==> src/rtl/vram_scanout_fetch_pkg.sv <==
// Shared FSM encoding, default frame geometry and width helper for the vram scanout path.
// Also reused by the character generator so both sides agree on geometry.
package vram_scanout_fetch_pkg;

  typedef enum logic [1:0] {
    ST_IDLE  = 2'd0,
    ST_FETCH = 2'd1,
    ST_DRAIN = 2'd2
  } scan_state_e;

  localparam int DEF_ADDRWIDTH  = 10;
  localparam int DEF_BASE_ADDR  = 0;
  localparam int DEF_LINE_BYTES = 40;
  localparam int DEF_NUM_LINES  = 25;
  localparam int DEF_FIFO_DEPTH = 8;

  // One vram byte plus its line_end tag.
  localparam int FIFO_WIDTH = 9;

  // Counter width for values 0..n-1; never narrower than one bit.
  function automatic int cnt_width(input int n);
    return (n > 1) ? $clog2(n) : 1;
  endfunction

endpackage

==> src/rtl/scanout_fifo.sv <==
// Synchronous FIFO for the scanout path: data + line_end tag, occupancy count output.
// Head is read straight from the storage registers, so a write is visible one cycle later.
module scanout_fifo
  import vram_scanout_fetch_pkg::*;
#(
  parameter int WIDTH = FIFO_WIDTH,
  parameter int DEPTH = DEF_FIFO_DEPTH
) (
  input  logic                     clock,
  input  logic                     reset_n,
  input  logic                     wr_en,
  input  logic [WIDTH-1:0]         wr_data,
  input  logic                     rd_en,
  output logic [WIDTH-1:0]         rd_data,
  output logic                     empty,
  output logic [$clog2(DEPTH):0]   count
);

  localparam int PW = $clog2(DEPTH);

  logic [WIDTH-1:0] mem [DEPTH];
  logic [PW-1:0]    wr_ptr;
  logic [PW-1:0]    rd_ptr;
  logic             do_rd;

  assign empty   = (count == '0);
  assign do_rd   = rd_en & ~empty;
  assign rd_data = mem[rd_ptr];

  // NOTE: storage is not reset; entries are only observed after being written, so a reset here would just cost flops.
  always_ff @(posedge clock) begin
    if (wr_en) mem[wr_ptr] <= wr_data;
  end

  // NOTE: sequential state always uses non-blocking assignments so every register samples pre-edge values.
  always_ff @(posedge clock or negedge reset_n) begin
    if (!reset_n) begin
      wr_ptr <= '0;
      rd_ptr <= '0;
      count  <= '0;
    end else begin
      if (wr_en) wr_ptr <= wr_ptr + 1'b1;
      if (do_rd) rd_ptr <= rd_ptr + 1'b1;
      case ({wr_en, do_rd})
        2'b10:   count <= count + 1'b1;
        2'b01:   count <= count - 1'b1;
        default: ;
      endcase
    end
  end

endmodule

==> src/rtl/vram_scanout_fetch.sv <==
// Display-side vram read engine: walks a frame through vram port B into a FIFO and streams it out.
// Optional SCANOUT_DOUBLE_SCAN_EN fetches every line twice.
module vram_scanout_fetch
  import vram_scanout_fetch_pkg::*;
#(
  parameter int ADDRWIDTH  = DEF_ADDRWIDTH,
  parameter int BASE_ADDR  = DEF_BASE_ADDR,
  parameter int LINE_BYTES = DEF_LINE_BYTES,
  parameter int NUM_LINES  = DEF_NUM_LINES,
  parameter int FIFO_DEPTH = DEF_FIFO_DEPTH
) (
  input  logic                 clock,
  input  logic                 reset_n,
  input  logic                 in_frame_start,
  output logic [ADDRWIDTH-1:0] out_baddr,
  input  logic [7:0]           in_bdata,
  output logic [7:0]           out_data,
  output logic                 out_valid,
  input  logic                 in_ready,
  output logic                 out_line_end,
  output logic                 out_frame_done,
  output logic                 out_busy,
  output logic                 out_underrun
);

  localparam int CW  = cnt_width(LINE_BYTES);
  localparam int RW  = cnt_width(NUM_LINES);
  localparam int FCW = $clog2(FIFO_DEPTH) + 1;

  localparam logic [CW-1:0]        COL_LAST = CW'(LINE_BYTES - 1);
  localparam logic [RW-1:0]        ROW_LAST = RW'(NUM_LINES - 1);
  localparam logic [ADDRWIDTH-1:0] BASE     = ADDRWIDTH'(BASE_ADDR);
  localparam logic [ADDRWIDTH-1:0] STRIDE   = ADDRWIDTH'(LINE_BYTES);

  scan_state_e          state;
  scan_state_e          state_next;
  logic [CW-1:0]        col;
  logic [RW-1:0]        row;
  logic [ADDRWIDTH-1:0] line_base;
  logic                 inflight;
  logic                 inflight_tag;
  logic [FCW-1:0]       fifo_count;
  logic                 fifo_empty;
  logic [8:0]           fifo_head;
  logic                 issue;
  logic                 col_at_end;
  logic                 line_done;
  logic                 last_issue;
  logic                 fetch_entry;
  logic                 pop;

  assign fetch_entry = (state == ST_IDLE) && in_frame_start;
  assign col_at_end  = (col == COL_LAST);

`ifdef SCANOUT_DOUBLE_SCAN_EN
  logic second_pass;
  assign line_done = col_at_end & second_pass;
`else
  assign line_done = col_at_end;
`endif

  // Counting the read in flight keeps the FIFO from ever being over-committed.
  assign issue      = (state == ST_FETCH) &&
                      ((32'(fifo_count) + 32'(inflight)) < 32'(FIFO_DEPTH));
  assign last_issue = issue && line_done && (row == ROW_LAST);
  assign out_baddr  = line_base + ADDRWIDTH'(col);

  always_ff @(posedge clock or negedge reset_n) begin
    if (!reset_n) state <= ST_IDLE;
    else          state <= state_next;
  end

  // NOTE: every combinational output gets a default first so no path can infer a latch.
  always_comb begin
    state_next = state;
    case (state)
      ST_IDLE:  if (in_frame_start)             state_next = ST_FETCH;
      ST_FETCH: if (last_issue)                 state_next = ST_DRAIN;
      ST_DRAIN: if (fifo_empty && !inflight)    state_next = ST_IDLE;
      default:                                  state_next = ST_IDLE;
    endcase
  end

  always_comb begin
    out_busy       = (state != ST_IDLE);
    out_frame_done = (state == ST_DRAIN) && fifo_empty && !inflight;
  end

  // Walkers rewind on frame start and after the final issue, so the idle address is BASE again.
  always_ff @(posedge clock or negedge reset_n) begin
    if (!reset_n) begin
      col       <= '0;
      row       <= '0;
      line_base <= BASE;
`ifdef SCANOUT_DOUBLE_SCAN_EN
      second_pass <= 1'b0;
`endif
    end else if (fetch_entry || last_issue) begin
      col       <= '0;
      row       <= '0;
      line_base <= BASE;
`ifdef SCANOUT_DOUBLE_SCAN_EN
      second_pass <= 1'b0;
`endif
    end else if (issue) begin
      if (!col_at_end) begin
        col <= col + 1'b1;
      end else begin
        col <= '0;
`ifdef SCANOUT_DOUBLE_SCAN_EN
        second_pass <= ~second_pass;
        if (second_pass) begin
          row       <= row + 1'b1;
          line_base <= line_base + STRIDE;
        end
`else
        row       <= row + 1'b1;
        line_base <= line_base + STRIDE;
`endif
      end
    end
  end

  always_ff @(posedge clock or negedge reset_n) begin
    if (!reset_n) begin
      inflight     <= 1'b0;
      inflight_tag <= 1'b0;
    end else begin
      inflight     <= issue;
      inflight_tag <= issue & col_at_end;
    end
  end

  always_ff @(posedge clock or negedge reset_n) begin
    if (!reset_n)                                       out_underrun <= 1'b0;
    else if (fetch_entry)                               out_underrun <= 1'b0;
    else if ((state == ST_FETCH) && in_ready && !out_valid) out_underrun <= 1'b1;
  end

  assign pop          = out_valid & in_ready;
  assign out_valid    = ~fifo_empty;
  assign out_data     = fifo_head[7:0];
  assign out_line_end = fifo_head[8] & out_valid;

  scanout_fifo #(
    .WIDTH (FIFO_WIDTH),
    .DEPTH (FIFO_DEPTH)
  ) u_fifo (
    .clock   (clock),
    .reset_n (reset_n),
    .wr_en   (inflight),
    .wr_data ({inflight_tag, in_bdata}),
    .rd_en   (pop),
    .rd_data (fifo_head),
    .empty   (fifo_empty),
    .count   (fifo_count)
  );

endmodule

==> config.mk <==
export PLATFORM = sky130hd
export DESIGN_NAME = vram_scanout_fetch
export DESIGN_NICKNAME = d
export VERILOG_FILES = /design/src/rtl/vram_scanout_fetch_pkg.sv /design/src/rtl/scanout_fifo.sv /design/src/rtl/vram_scanout_fetch.sv
export SDC_FILE = /design/constraint.sdc
export NUM_CORES = 1
export LEC_CHECK = 0
export CAP_MARGIN = 20
export CORE_MARGIN = 2
export CORE_UTILIZATION = 50
export CTS_CLUSTER_DIAMETER = 30
export DETAILED_ROUTE_END_ITERATION = 10
export GPL_ROUTABILITY_DRIVEN = 1
export PLACE_DENSITY = 0.7
export SLEW_MARGIN = 20
export SYNTH_ARGS = -nofsm -noshare
export SYNTH_HDL_FRONTEND = slang
export SYNTH_SLANG_ARGS = --single-unit
==> constraint.sdc <==
create_clock -name clock -period 4.37 [get_ports clock]
set_clock_uncertainty 0.2 [all_clocks]
set_input_delay 0.437 -clock clock [delete_from_list [all_inputs] [get_ports clock]]
set_output_delay 0.437 -clock clock [all_outputs]
set_load 0.1 [all_outputs]
==> impl_metrics.tcl, run 1 <==
set metrics [dict create \
    outcome "complete, no violations" \
    antenna_found_initial 0 \
    critPathLaunchType "flip-flop" \
    die_w_um 101 \
    cts_sinks 105 \
    synth_area_leaders "edfxtp_1 46%, dfrtp_1 17%, mux4_2 8.6%" \
    yosysTopAreaCell "edfxtp_1" \
    rrSetupSlack_ps 1470 \
    netlist_top_cells_count "72 x edfxtp_1, 33 x dfrtp_1, 19 x nand2_1" \
    clock_latency_ps 370 \
    drv_slew 0 \
    cp_max_fo 6 \
    start_util_pct 51.4 \
    post_cts_buffers 0 \
    path_clk_slew_ps 100 \
    n_antenna_cell 0 \
    numCtsBuffers 9 \
    finalSetupViolCount 0 \
    syn_area_um2 4730 \
    drt-initial-drc-count 117 \
    ys_types 49 \
    yosysSeqAreaShare_pct 63.2 \
    routed_wl_um 8840 \
    worst_slew_pin_slew_ps 1050 \
    cts.path.max_buffers 2 \
    postRouteAntennaNets 0 \
    layout-drive-gt1-share_pct 18.4 \
    drtPass1Iterations 4 \
    cts_tree "yes" \
    finalSetupTns_ps 0 \
    die_y_um 101 \
    die_area_um2 10200 \
    io_buffers 34 \
    synth_top_area_share_pct 45.8 \
    slew_headroom_pct 30.1 \
    grt-ovfl-total 0 \
    syn_inst 329 \
    clockRootBuffer "clkbuf_8" \
    critPathRequiredTime_ps 3730 \
    grt_max_degree 34 \
    synth.avg_cell_area_um2 14.4 \
    grt_pass1_wl_um 14400 \
    drc 0 \
    yosys_warnings 0 \
    design.core.area_um2 9200 \
    post-route-period-util_pct 79.3 \
    viasPerCell 5.82 \
    synth_nets 355 \
    synthToLayoutAreaGrowth_pct 13.3 \
    grt_pass1_vias 2820 \
    ys.flop_type "edfxtp_1" \
    vias 2771 \
    hold_violations 0 \
    cts_resized 0 \
    grtUsageTotal_pct 18.8 \
    htreeDepth 3 \
    routedWlPerCell_um 18.6 \
    yosysMostFrequentCell "edfxtp_1" \
    ys_ff_latch 105 \
    drv_cap 0 \
    cp_data_arrival_time_ps 2830 \
    holdCritPathClass "primary input to async pin" \
    period_minus_slack_ps 3460 \
    num_io_pins 35 \
    path_class "flip-flop to output port" \
    synthArstFlopShare_pct 31.4 \
    end_kind "output port" \
    rsz0062_at_grt "false" \
    max_freq_mhz 289 \
    hpwlAfterDp_um 5810 \
    cts_hold_buf 0 \
    synth-edff-count 72 \
    place.gp.congestion 0.815 \
    rows 35 \
    nets 386 \
]
## sequential cells by signal, indices dropped and copies added, names as in the netlist, 2 cells and up
signal         flops
state              2
u_fifo.count       4
u_fifo.rd_ptr      3
row                5
line_base          7
col                6
u_fifo.wr_ptr      3
u_fifo.mem        72
## cell usage in the layout (no fill, tap or decap), types with 6 or more instances in the layout
cell             count
edfxtp_1            72
dfrtp_1             33
clkdlybuf4s50_1     22
nand2_1             19
mux4_2              18
a21oi_1             16
nor2_1              15
buf_4               14
o21ai_0             13
ha_1                13
inv_1               12
xnor2_1             11
mux2_2              10
nand3_1              9
nor3_1               9
clkbuf_8             9
or4_1                6
nand2b_1             6
## area by class of cell
| type | instances | area (um2) |
|---|---|---|
| clock inverters | 7 | 95.1 |
| repair buffers | 36 | 325 |
| fillers | 741 | 3840 |
| inverters | 13 | 48.8 |
| multi-input cells | 195 | 1630 |
| flip-flops and latches | 105 | 2990 |
| well taps | 111 | 139 |
| clock buffers | 9 | 124 |
## per-stage QoR
| stage | setup slack, ps | area (um2) | cells | hold WS, ps | utilization [%] |
|---|---|---|---|---|---|
| 2_1_floorplan | 806 | 4730 | 329 | -58.6 | - |
| 3_3_place_gp | 1330 | 5130 | 460 | 333 | 55.8 |
| 3_5_place_dp | 1320 | 5130 | 460 | 353 | 55.8 |
| 4_1_cts | 893 | 5350 | 476 | 280 | 58.2 |
| 5_1_grt | 786 | 5350 | 476 | 319 | 58.2 |
| 6_report | 905 | 5350 | 476 | 260 | 58.2 |
## worst paths after layout
kind,startpoint,endpoint,cells after the start
min reg2reg,state[1]$_DFFE_PN0P_,state[0]$_DFFE_PN0P_,1
min in group clock,state[1]$_DFFE_PN0P_,state[0]$_DFFE_PN0P_,1
max in group asynchronous,reset_n,row[0]$_DFFE_PN0P_,2
max reg2reg,u_fifo.count[1]$_DFFE_PN0P_,u_fifo.count[3]$_DFFE_PN0P_,8
min,reset_n,col[2]$_DFFE_PN0P_,2
max,u_fifo.count[1]$_DFFE_PN0P_,out_frame_done,3
## critical path, stage by stage (launching register included)
cell and delay, ps:
dfrtp_1 440, or4_1 670, nor3_2 210, clkdlybuf4s50_1 1150
## cell families (layout without fill, tap and decap cells)
kind of cell / count (synthesis) / in the layout / synth area share, %
other: 1 / 1 / 0.0794
AOI/OAI and AO/OA: 45 / 45 / 5.69
adders and majority gates: 14 / 14 / 3.87
buffers and inverters: 29 / 65 / 2.59
muxes: 30 / 30 / 11.4
and+or+nand+nor: 89 / 89 / 10.2
xor gates and xnor gates: 16 / 16 / 2.97
DFF: 105 / 105 / 63.2
## per-layer routing
layer / GRT usage [%] / vias up / wire length, um
met5: 0 / - / 0
met4: 6.55 / 0 / 131
met3: 2.62 / 9 / 348
met2: 31.4 / 64 / 4430
met1: 25.6 / 1392 / 3930
li1: - / 1306 / -
Power of run 1 is left out: the tool's default activity adds up to more than one toggle a clock period on the data nets, which glitch-free logic cannot reach.
==> run 2, diff against run 1 <==
==> constraint.sdc (replaced) <==
create_clock -name clock -period 3.4 [get_ports clock]
set_clock_uncertainty 0.2 [all_clocks]
set_input_delay 0.34 -clock clock [delete_from_list [all_inputs] [get_ports clock]]
set_output_delay 0.34 -clock clock [all_outputs]
set_load 0.1 [all_outputs]
==> run 2 against run 1 <==
Register-to-register slack worse by 990 ps. Routed wire length down 4.5%. Core utilization up 0.44 points. Design area up 0.75%. Non-clock buffer count up 8. Global-route usage down 1.2 points. Sequential cell count unchanged. Highest routed layer unchanged. Sequential share of layout area down 0.41 points. Die area unchanged. Clock-buffer cell count unchanged.
==> impl_metrics.tcl, run 2 (same netlist as run 1, synthesis figures left out) <==
set metrics [dict create \
    outcome "complete, no violations" \
    numCtsBuffers 9 \
    rows 35 \
    drv_cap 0 \
    cp_slowest_cell "or4_1" \
    holdCritPathClass "primary input to async pin" \
    io_buffers 34 \
    finalSetupTns_ps 0 \
    post-route-period-util_pct 85.8 \
    regMostFlops "u_fifo.mem" \
    routed_wl_um 8440 \
    grt-ovfl-total 0 \
    drt-initial-drc-count 102 \
    postRouteAntennaNets 0 \
    routedWlPerCell_um 17.4 \
    crit_top_cell "ha_1" \
    drtPass1Iterations 4 \
    largest_register_ffs 72 \
    n_antenna_cell 0 \
    layout_commonest_cell "edfxtp_1" \
    path_clk_slew_ps 110 \
    slew_headroom_pct 34.2 \
    cts.path.max_buffers 2 \
    max_freq_mhz 343 \
    critPathMaxStageDelay_ps 640 \
    rrSetupSlack_ps 480 \
    viasPerCell 5.85 \
    critPathLaunchType "flip-flop" \
    path_class "flip-flop to flip-flop" \
    design.core.area_um2 9200 \
    critPathRequiredTime_ps 3440 \
    period_minus_slack_ps 2920 \
    layout-drive-gt1-share_pct 21.4 \
    grt_pass1_vias 2729 \
    post_cts_buffers 0 \
    place.gp.congestion 0.841 \
    die_area_um2 10200 \
    start_util_pct 51.4 \
    num_io_pins 35 \
    nets 394 \
    cts_sinks 105 \
    grt_max_degree 34 \
    finalSetupViolCount 0 \
    cts_hold_buf 0 \
    drc 0 \
    cp_cell_sequence "or4_1 > nand2_1 > inv_1 > ha_1 > ha_1 > a21oi_1 > o21ai_0 > o311ai_0" \
    cp_max_fo 8 \
    die_y_um 101 \
    rsz0062_at_grt "false" \
    clockRootBuffer "clkbuf_8" \
    die_w_um 101 \
    grtUsageTotal_pct 17.6 \
    nFillCells 724 \
    cts_resized 0 \
    layout_common_cells "72 x edfxtp_1, 33 x dfrtp_1, 29 x buf_4" \
    largestRegisters "u_fifo.mem (72), line_base (7), col (6)" \
    worst_slew_pin_slew_ps 983 \
    synthToLayoutAreaGrowth_pct 14.1 \
    cts_tree "yes" \
    drv_slew 0 \
    htreeDepth 3 \
    end_kind "flip-flop" \
    hold_violations 0 \
    vias 2831 \
    cp_data_arrival_time_ps 2960 \
    hpwlAfterDp_um 5620 \
    grt_pass1_wl_um 13800 \
    antenna_found_initial 0 \
    clock_latency_ps 360 \
]
==> run 2: final timing paths <==
| check | start | to | cells after the start |
|---|---|---|---|
| min | reset_n | line_base[6]$_DFFE_PN0P_ | 2 |
| min in group clock | u_fifo.rd_ptr[0]$_DFFE_PN0N_ | u_fifo.rd_ptr[0]$_DFFE_PN0N_ | 1 |
| max reg2reg | u_fifo.count[0]$_DFFE_PN0P_ | u_fifo.count[3]$_DFFE_PN0P_ | 8 |
| max in group asynchronous | reset_n | inflight$_DFF_PN0_ | 2 |
| min reg2reg | u_fifo.rd_ptr[0]$_DFFE_PN0N_ | u_fifo.rd_ptr[0]$_DFFE_PN0N_ | 1 |
| max | u_fifo.count[0]$_DFFE_PN0P_ | u_fifo.count[3]$_DFFE_PN0P_ | 8 |
==> run 2: area by class of cell <==
class,count,area (um2),share of cell area [%]
Clock buffer,9,124,2.30
Tap cell,111,139,2.58
Clock inverter,7,103,1.90
Inverter,13,48.8,0.905
Timing Repair Buffer,44,368,6.82
Multi-Input combinational cell,195,1620,30.1
Sequential cell,105,2990,55.4
==> run 2: metal layers <==
metal | up-vias | wire length [um] | track usage (%)
met5 | - | 0 | 0
met4 | 0 | 76 | 4.37
met3 | 7 | 281 | 3.59
met2 | 47 | 3920 | 26.8
met1 | 1448 | 4160 | 26.3
li1 | 1329 | - | -
==> run 2: critical path, delay by kind of cell, from the launching register on <==
family | cells | cell delay [ps]
AOI/OAI and AO/OA | 3 | 700
adders and majority gates | 2 | 580
buffers and inverters | 1 | 60
DFF | 1 | 450
and+or+nand+nor | 2 | 820
==> run 2: per-stage QoR <==
stage	cells	hold slack [ps]	setup WS (ps)	util, %	instance area [um2]
6_report	484	175	484	58.6	5390
5_1_grt	484	209	308	58.6	5390
4_1_cts	484	178	490	58.6	5390
3_5_place_dp	468	306	477	56.2	5170
3_3_place_gp	468	290	642	56.2	5170
2_1_floorplan	329	-156	-32.7	-	4730
Power of run 2 is left out for the same reason.
==> run 3, diff against run 2 <==
--- a/config.mk
+++ b/config.mk
@@ -12,7 +12,6 @@
 export DETAILED_ROUTE_END_ITERATION = 10
 export GPL_ROUTABILITY_DRIVEN = 1
 export PLACE_DENSITY = 0.7
-export SLEW_MARGIN = 20
 export SYNTH_ARGS = -nofsm -noshare
 export SYNTH_HDL_FRONTEND = slang
 export SYNTH_SLANG_ARGS = --single-unit
==> results of run 3 <==
Same layout as run 2: the final DEF is identical, and so are final timing and power.
Power of run 3 is left out for the same reason.
